`src/rtl/feature_stream_loader.sv`:
```
// feature_stream_loader
//
// Accepts a burst request, streams burst_len * N_FEATURE/2 64-bit feature words
// into a downstream feature memory (one write per accepted word, consecutive
// addresses from 0), then fires a one-cycle start pulse to the inference engine
// and waits for its completion pulse before accepting the next request.
//
// Ports
//   clk, rst                      rising-edge clock, synchronous active-high reset
//   cfg_valid/cfg_ready           burst request handshake, cfg_burst_len = inferences
//   in_valid/in_ready             feature word handshake, in_data = two 32-bit features,
//                                 in_last = producer's end-of-burst marker
//   load_features/feature_addr/   registered write port to the feature memory
//   features2
//   burst_len/start/engine_done   downstream engine control
//   busy                          high outside IDLE
//   burst_done                    one-cycle pulse when the engine reports completion
//   err_len                       one-cycle pulse on a rejected burst length
//   err_last                      sticky in_last mismatch, cleared on next accepted request
module feature_stream_loader #(
    parameter int unsigned N_FEATURE = 32,
    parameter int unsigned MAX_BURST = 5000,
    localparam int unsigned LEN_W    = $clog2(MAX_BURST) + 1,
    localparam int unsigned ADDR_W   = $clog2(MAX_BURST * N_FEATURE / 2)
) (
    input  logic              clk,
    input  logic              rst,
    input  logic              cfg_valid,
    input  logic [LEN_W-1:0]  cfg_burst_len,
    output logic              cfg_ready,
    input  logic              in_valid,
    input  logic [63:0]       in_data,
    input  logic              in_last,
    output logic              in_ready,
    output logic              load_features,
    output logic [ADDR_W-1:0] feature_addr,
    output logic [63:0]       features2,
    output logic [LEN_W-1:0]  burst_len,
    output logic              start,
    input  logic              engine_done,
    output logic              busy,
    output logic              burst_done,
    output logic              err_len,
    output logic              err_last
);

    localparam int unsigned HALF    = N_FEATURE / 2;
    localparam int unsigned HALF_SH = $clog2(HALF);
    // Wide enough for burst_len * HALF, so the word counter never wraps.
    localparam int unsigned CNT_W   = LEN_W + HALF_SH;

    typedef enum logic [1:0] {StIdle, StLoad, StStart, StRun} state_t;

    state_t           r_state;
    logic [CNT_W-1:0] r_cnt;

    logic             w_cfg_hs;
    logic             w_in_hs;
    logic             w_len_ok;
    logic [CNT_W-1:0] w_last_idx;
    logic             w_is_last;

    assign cfg_ready = (r_state == StIdle);
    assign in_ready  = (r_state == StLoad);

    assign w_cfg_hs   = cfg_valid && cfg_ready;
    assign w_in_hs    = in_valid && in_ready;
    assign w_len_ok   = (cfg_burst_len != '0) && (32'(cfg_burst_len) <= MAX_BURST);
    // Index of the final word: burst_len * HALF - 1, HALF being a power of two.
    assign w_last_idx = (CNT_W'(burst_len) << HALF_SH) - CNT_W'(1);
    assign w_is_last  = (r_cnt == w_last_idx);

    always_ff @(posedge clk) begin
        if (rst) begin
            r_state       <= StIdle;
            r_cnt         <= '0;
            burst_len     <= '0;
            load_features <= 1'b0;
            feature_addr  <= '0;
            features2     <= '0;
            start         <= 1'b0;
            busy          <= 1'b0;
            burst_done    <= 1'b0;
            err_len       <= 1'b0;
            err_last      <= 1'b0;
        end else begin
            load_features <= 1'b0;
            start         <= 1'b0;
            burst_done    <= 1'b0;
            err_len       <= 1'b0;

            case (r_state)
                StIdle: begin
                    if (w_cfg_hs) begin
                        if (w_len_ok) begin
                            burst_len <= cfg_burst_len;
                            r_cnt     <= '0;
                            err_last  <= 1'b0;
                            busy      <= 1'b1;
                            r_state   <= StLoad;
                        end else begin
                            err_len <= 1'b1;
                        end
                    end
                end

                StLoad: begin
                    if (w_in_hs) begin
                        load_features <= 1'b1;
                        feature_addr  <= r_cnt[ADDR_W-1:0];
                        features2     <= in_data;
                        r_cnt         <= r_cnt + CNT_W'(1);
                        // in_last is only advisory; the word count ends the burst.
                        if (in_last != w_is_last) begin
                            err_last <= 1'b1;
                        end
                        if (w_is_last) begin
                            r_state <= StStart;
                        end
                    end
                end

                // One idle cycle after the last write so start lands strictly after it.
                StStart: begin
                    start   <= 1'b1;
                    r_state <= StRun;
                end

                StRun: begin
                    if (engine_done) begin
                        burst_done <= 1'b1;
                        busy       <= 1'b0;
                        r_state    <= StIdle;
                    end
                end

                default: begin
                    r_state <= StIdle;
                end
            endcase
        end
    end

endmodule

```
`config.mk`:
```
export PLATFORM = sky130hd
export DESIGN_NAME = feature_stream_loader
export DESIGN_NICKNAME = d
export VERILOG_FILES = /design/src/rtl/feature_stream_loader.sv
export SDC_FILE = /design/constraint.sdc
export NUM_CORES = 1
export LEC_CHECK = 0
export ABC_AREA = 1
export ABC_CLOCK_PERIOD_IN_PS = 3800
export BUFFER_PORTS_ARGS = -buffer_cell sky130_fd_sc_hd__buf_4
export CAP_MARGIN = 20
export CORE_UTILIZATION = 45
export CTS_CLUSTER_SIZE = 25
export DETAILED_ROUTE_END_ITERATION = 8
export PLACE_DENSITY = 0.73
export SLEW_MARGIN = 15
export SYNTH_ARGS = -nofsm -noshare
export SYNTH_HDL_FRONTEND = slang
export SYNTH_SLANG_ARGS = --single-unit
```
`constraint.sdc`:
```
create_clock -name clk -period 3.8 [get_ports clk]
set_input_delay 0.38 -clock clk [delete_from_list [all_inputs] [get_ports clk]]
set_output_delay 0.38 -clock clk [all_outputs]
set_load 0.02 [all_outputs]
```
==> qor.txt, run 1 <==
Status: finished, final reports clean
Io pins: 187
Pre-CTS setup slack: 1.36 ns
Clock skew: 0.00928 ns
Cts repair resizes: 0
Drt total wl: 14.2 mm
Post-Syn Instances: 743
Worst-Margin Slew: 0.958 ns
Total CTS buffers: 17
Starting Density: 46.1%
Setup TNS Final: 0 ns
CP Capture Type: register
Worst path max stage delay: 0.59 ns
Syn Area/Cell: 7.09 um^2
Crit path kind: reg -> reg
PD cells: 655 nW/um^2
Post-route antenna net violation count: 0
Post-synth EDFFs: 0
Worst Path Buf+Inv: 3
Ant diodes: 0
CTS root buffer: clkbuf_16
Share of layout cells above drive strength 1: 25.9%
Final nets: 1006
Area grow syn2layout: 38.7%
RSZ-0062 raised after global routing: no
Crit Path Max Fanout: 58
# setup viols final: 0
Overall power of the completed layout: 4.79 mW
# hold bufs at CTS: 0
Top cell by count, worst path: nor2_1
Total number of vias: 5268
#FFs+latches synth: 121
Die area: 12100 um^2
Setup Buffers After CTS: 0
Initial antenna violation count: 0
Relative slew slack: 36.0%
VDD IR max: 0.535 mV
Post-Syn Area: 5270 um^2
DIE WIDTH: 110 um
Sequential cell area fraction in the yosys report: 46.0%
Net Count, Synth: 833
Cell Rows: 39
Total GRT Usage: 23.1%
CTS Buffer Depth: 2
Setup slack, reg-to-reg: 1.51 ns
Post-synth ARST share: 0%
Yosys cell types: 35
First-pass GRT wire length: 21.5 mm
Worst hold margin: 0.197 ns
Synth area leader: dfxtp_1
R2R depth: 7
# DRC: 0
Via density per instance: 4.92
Vias in the first global route: 4466
WP data arrival: 2.63 ns
H-tree depth: 4
Hpwl dp: 10.1 mm
Worst r2r src: r_state[1]$_SDFFE_PP0P_
Yosys Warn Count: 0
Required time of the critical path: 4.14 ns
Area contributors post-synth: dfxtp_1 (46%), nor2_1 (13%), o21ai_0 (9.2%)
Largest net degree at the start of global routing: 70
Worst setup path endpoint: features2[8]$_SDFFE_PP0P_
Setup ws final: 1.51 ns
Period minus WS final: 2.29 ns
FILL cells: 1081
Finished Layout Cells: 1071
Leak Pwr: 3.29 nW
Placed cells: 1040
Wire per inst: 13.3 um
Synth top area share: 46.0%
Core area: 11400 um^2
Crit start category: register
Max Fclk: 436 MHz
Drt pass-1 iters: 5
Critical path's top delay family: buffers and inverters
Critical R2R Capture: features2[8]$_SDFFE_PP0P_
Worst skew pair latency: 0.42 ns
Crit-path cells: inv_1 > ha_1 > nand2_2 > inv_2 > buf_4 > nor2_1 > nor2_1
HP Class: in -> reg
Max-slew violations: 0
Max_cap viols: 0
Final Hold Vio Count: 0
Grt ovf: 0
Period utilization: 60.4%
CTS sink cnt: 121
Gp weighted congestion: 0.832
Clk slew on worst S/H paths: 0.05 ns
Crit path launch: r_state[1]$_SDFFE_PP0P_
Crit path depth: 7
Initial DRC Count: 486
CP max stage cell: buf_4
Port bufs: 186
Post-synth top flop: dfxtp_1
CTS tree: done
Die height: 110 um
[synthesized netlist by cell type (all sizes together), types with 3 or more instances]
| cell | number |
|---|---|
| nand3 | 32 |
| nor3 | 10 |
| a21oi | 45 |
| inv | 56 |
| ha | 6 |
| nand4 | 10 |
| nand2 | 111 |
| clkbuf | 24 |
| nor2 | 189 |
| dfxtp | 121 |
| xor2 | 6 |
| nand3b | 3 |
| o21ai | 102 |
| xnor2 | 5 |
| buf | 11 |
[metal layers]
| layer | track usage, % | up-vias | part of all wire [%] |
|---|---|---|---|
| li1 | - | 2739 | - |
| met1 | 29.2 | 2356 | 44 |
| met2 | 37.6 | 154 | 48 |
| met3 | 6.35 | 19 | 6.8 |
| met4 | 8.36 | 0 | 1.7 |
| met5 | 0 | - | 0 |
[registers in the layout, summed over array words and instances (netlist names)]
register / flops
burst_len: 14
start: 1
busy: 1
r_cnt: 18
err_last: 1
err_len: 1
r_state: 2
burst_done: 1
feature_addr: 17
features2: 64
load_features: 1
[kinds of logic (layout without fill, tap and decap cells)]
family          after synthesis  in the layout  synth area share [%]
fa+ha+maj                     6              6                  1.43
compound gates              155            155                  15.3
flops                       121            121                  46.0
xor+xnor                     11             11                  1.83
simple gates                358            358                  28.6
buf+inv                      92            277                  6.86
[layout make-up]
cell class              instances  area, um^2  share of cell area (%)
repair buffers                189        1420                    19.4
multi-input cells             530        2490                    34.0
inverters                      57         214                    2.93
flip-flops and latches        121        2420                    33.1
clock inverters                 7         116                    1.59
clock buffers                  24         472                    6.45
well taps                     143         179                    2.45
[placed cells by master, fill, tap and decap left out, types with 2 or more instances in the layout]
cell type / n
nand2_2: 4
inv_2: 5
o21ai_1: 4
clkbuf_1: 5
xnor2_1: 5
bufinv_16: 3
nor2_1: 179
buf_4: 189
a211oi_1: 2
o21ai_0: 97
xor2_1: 6
a21oi_1: 45
nand3b_1: 3
nor2_2: 8
dfxtp_1: 121
a31oi_1: 2
nand2_1: 106
inv_1: 51
nand4_1: 10
nand3_1: 31
clkinv_2: 2
clkbuf_16: 17
clkbuf_8: 2
ha_1: 6
nor3_1: 9
nor2_4: 2
[worst min-delay path, stage by stage]
cell,delay (ns)
buf_4,0.08
o21ai_1,0.05
nor2_1,0.07
[worst min-delay path by stage]
stage                                startpoint                          to  slack [ns]  cells past startpoint
final                               in_data[55]  features2[55]$_SDFFE_PP0P_        0.20                      3
after global routing                in_data[55]  features2[55]$_SDFFE_PP0P_        0.21                      3
after CTS                           engine_done       burst_done$_SDFF_PP0_        0.19                      3
after detailed placement  err_last$_SDFFE_PP0P_       err_last$_SDFFE_PP0P_        0.45                      2
after global placement    err_last$_SDFFE_PP0P_       err_last$_SDFFE_PP0P_        0.44                      2
after floorplan                             rst          err_len$_SDFF_PP0_        0.46                      1
[stage by stage]
stage / utilization (%) / area, um^2
finish: 64.0 / 7310
CTS: 64.0 / 7310
global route: 64.0 / 7310
global placement: 58.9 / 6720
detailed placement: 58.9 / 6720
floorplan: - / 5270
[power breakdown]
part	leakage [nW]	total (mW)	switching, mW	internal [mW]
Clock	0.285	1.60	0.541	1.06
Combinational	2.02	1.54	0.931	0.606
Sequential	0.984	1.65	0.144	1.51
Total	3.29	4.79	1.62	3.17
Note: power is estimated with default switching activity, not from simulation.
==> inputs of run 2 (changes only) <==
ABC_CLOCK_PERIOD_IN_PS = 2100   (was 3800)
PLACE_DENSITY = 0.76   (was 0.73)
clock period = 2.1 ns   (was 3.8 ns; I/O delays follow)
==> qor.txt, run 2 (same netlist as run 1, synthesis figures left out) <==
Largest Register: features2
# DRC: 0 (unchanged)
Required time of the critical path: 2.41 ns (-1.73 ns)
Worst skew pair latency: 0.42 ns (about the same)
Most frequent cells in the layout: buf_4 (203), nor2_1 (178), dfxtp_1 (119)
Setup TNS Final: 0 ns (unchanged)
Total CTS buffers: 17 (unchanged)
Initial DRC Count: 426 (-12%)
Grt ovf: 0 (unchanged)
Max_cap viols: 0 (unchanged)
Wire per inst: 13.4 um (+0.80%)
Clock share of power: 33.0% (-0.5 points)
Overall power of the completed layout: 8.85 mW (+85%)
Setup slack, reg-to-reg: 0.20 ns (-1.31 ns)
CTS sink cnt: 121 (unchanged)
Cell Rows: 39 (unchanged)
Pre-CTS setup slack: 0.107 ns (-1.25 ns)
Max FFs per register: 64 (unchanged)
Critical R2R Capture: r_state[0]$_SDFFE_PP0P_
VDD IR max: 0.705 mV (+32%)
Crit Path Max Fanout: 4 (-93%)
Largest regs: features2 (64), r_cnt (18), feature_addr (17)
Period utilization: 90.6% (+30 points)
Sw Pwr: 3.15 mW (+95%)
Ant diodes: 0 (unchanged)
H-tree depth: 4 (unchanged)
Worst Path Buf+Inv: 2 (-1)
Max Fclk: 525 MHz (+21%)
Status: finished, final reports clean
Hold Crit Start: engine_done
First-pass GRT wire length: 21.7 mm (+0.90%)
Worst-Margin Slew: 0.560 ns (-0.398 ns)
CTS Buffer Depth: 2 (unchanged)
Relative slew slack: 62.4% (+26 points)
Pint: 5.69 mW (+79%)
Seq pwr share: 33.7% (-0.8 points)
Final nets: 1022 (+1.6%)
Total GRT Usage: 23.2% (+0.12 points)
Via density per instance: 4.97 (+1.1%)
Placed cells: 1051 (+1.1%)
Top cell by count, worst path: nand2_1
Max-slew violations: 0 (unchanged)
Initial antenna violation count: 0 (unchanged)
Clk slew on worst S/H paths: 0.06 ns (about the same)
Crit-path cells: inv_4 > ha_4 > inv_1 > nand2_1 > nand2_1 > nand2_1 > nor2_1 > nand3_1 > nor2_2 > nand2_1 > nor3_2 > nand2_1 > nand2_2 > nand3_2 > nand2_1 > nor2_1
Critical path's top delay family: simple AND/OR/NAND/NOR gates
Crit path kind: reg -> reg
Crit start category: register
CP Capture Type: register
FF+latch area: 2430 um^2 (+0.21%)
Share of layout cells above drive strength 1: 28.7% (+2.8 points)
Worst r2r src: burst_len[0]$_SDFFE_PP0P_
CTS tree: done
Post-route cell area: 7510 um^2 (+2.7%)
Worst hold path depth: 3 (unchanged)
Core area: 11400 um^2 (unchanged)
FILL cells: 1019 (-5.7%)
Io pins: 187 (unchanged)
Total number of vias: 5412 (+2.7%)
PD cells: 1180 nW/um^2 (+80%)
Leak Pwr: 3.39 nW (+3.2%)
Switching Share: 35.7% (+1.9 points)
DIE WIDTH: 110 um (unchanged)
Worst path max stage delay: 0.37 ns (-0.22 ns)
Area grow syn2layout: 42.5%
WP data arrival: 2.21 ns (-0.42 ns)
Hold EP: burst_done$_SDFF_PP0_
Cell Area, Placed: 6830 um^2 (+1.6%)
Port bufs: 186 (unchanged)
Vias in the first global route: 4533 (+1.5%)
Setup ws final: 0.197 ns (-1.31 ns)
Finished Layout Cells: 1088 (+1.6%)
Final Hold Vio Count: 0 (unchanged)
Period minus WS final: 1.90 ns (-0.391 ns)
CTS root buffer: clkbuf_16
Multi-input logic area: 2530 um^2 (+1.6%)
Die area: 12100 um^2 (unchanged)
Drt pass-1 iters: 5 (unchanged)
Most common cell after layout, fill and taps aside: buf_4
# hold bufs at CTS: 0 (unchanged)
HP Class: in -> reg
CP max stage cell: dfxtp_4
Comb power frac: 33.4% (+1.3 points)
Drt total wl: 14.5 mm (+2.4%)
Largest net degree at the start of global routing: 70 (unchanged)
Starting Density: 46.1% (unchanged)
Die height: 110 um (unchanged)
Gp weighted congestion: 0.869 (+4.4%)
Clock skew: 0.0105 ns (+0.00125 ns)
Hpwl dp: 10.3 mm (+2.0%)
Post-route antenna net violation count: 0 (unchanged)
# setup viols final: 0 (unchanged)
R2R depth: 16 (+9)
[run 2: repair_timing]
item	4_1_cts	5_1_grt
setup endpoints to repair	0	6
resized for setup	0	16
setup buffers	0	5
[run 2: power groups by stage]
stage                     combinational, mW  clock, mW  sequential [mW]
after CTS                              2.89       2.96             2.98
after floorplan                        1.28          0             3.49
after detailed placement               2.87          0             3.02
final                                  2.95       2.92             2.98
after global placement                 2.85          0             3.00
after global routing                   3.25       3.07             3.04
[run 2: stage by stage]
step	util, %	hold slack (ns)
floorplan	-	0.288
global placement	59.8	0.447
detailed placement	59.8	0.444
CTS	65.0	0.00912
global route	65.8	0.0408
finish	65.8	0.0273
[run 2: worst reg2reg max path, stage by stage, from the launching register on]
cell and delay [ns]:
dfxtp_4 0.37, inv_4 0.04, ha_4 0.22, inv_1 0.05
nand2_1 0.04, nand2_1 0.05, nand2_1 0.04, nor2_1 0.11
nand3_1 0.09, nor2_2 0.12, nand2_1 0.07, nor3_2 0.19
nand2_1 0.11, nand2_2 0.12, nand3_2 0.07, nand2_1 0.07
nor2_1 0.03
[run 2: cell type report]
cell class                 count  area share (%)
sequential                   121            32.3
clock buffer                  18            5.72
tap                          143            2.38
timing repair buffer         205            20.8
multi-input combinational    530            33.6
clock inverter                14            2.18
inverter                      57            2.92
[run 2: worst max path at each step]
stage,start,endpoint,slack [ns],cells after the start
floorplan,burst_len[0]$_SDFFE_PP0P_,r_state[0]$_SDFFE_PP0P_,0.18,16
global placement,burst_len[0]$_SDFFE_PP0P_,r_state[0]$_SDFFE_PP0P_,0.18,16
detailed placement,burst_len[0]$_SDFFE_PP0P_,r_state[0]$_SDFFE_PP0P_,0.11,16
CTS,burst_len[0]$_SDFFE_PP0P_,r_state[0]$_SDFFE_PP0P_,0.08,15
global route,r_cnt[0]$_SDFFE_PP0P_,r_state[1]$_SDFFE_PP0P_,-0.009,14
finish,burst_len[0]$_SDFFE_PP0P_,r_state[0]$_SDFFE_PP0P_,0.20,16
[run 2: metal layers]
layer,global-route usage (%),share of wire (%),up-vias
met4,9.02,1.8,0
met1,27.9,43,2435
met2,39.4,49,162
li1,-,-,2788
met5,0,0,-
met3,6.17,6.2,27
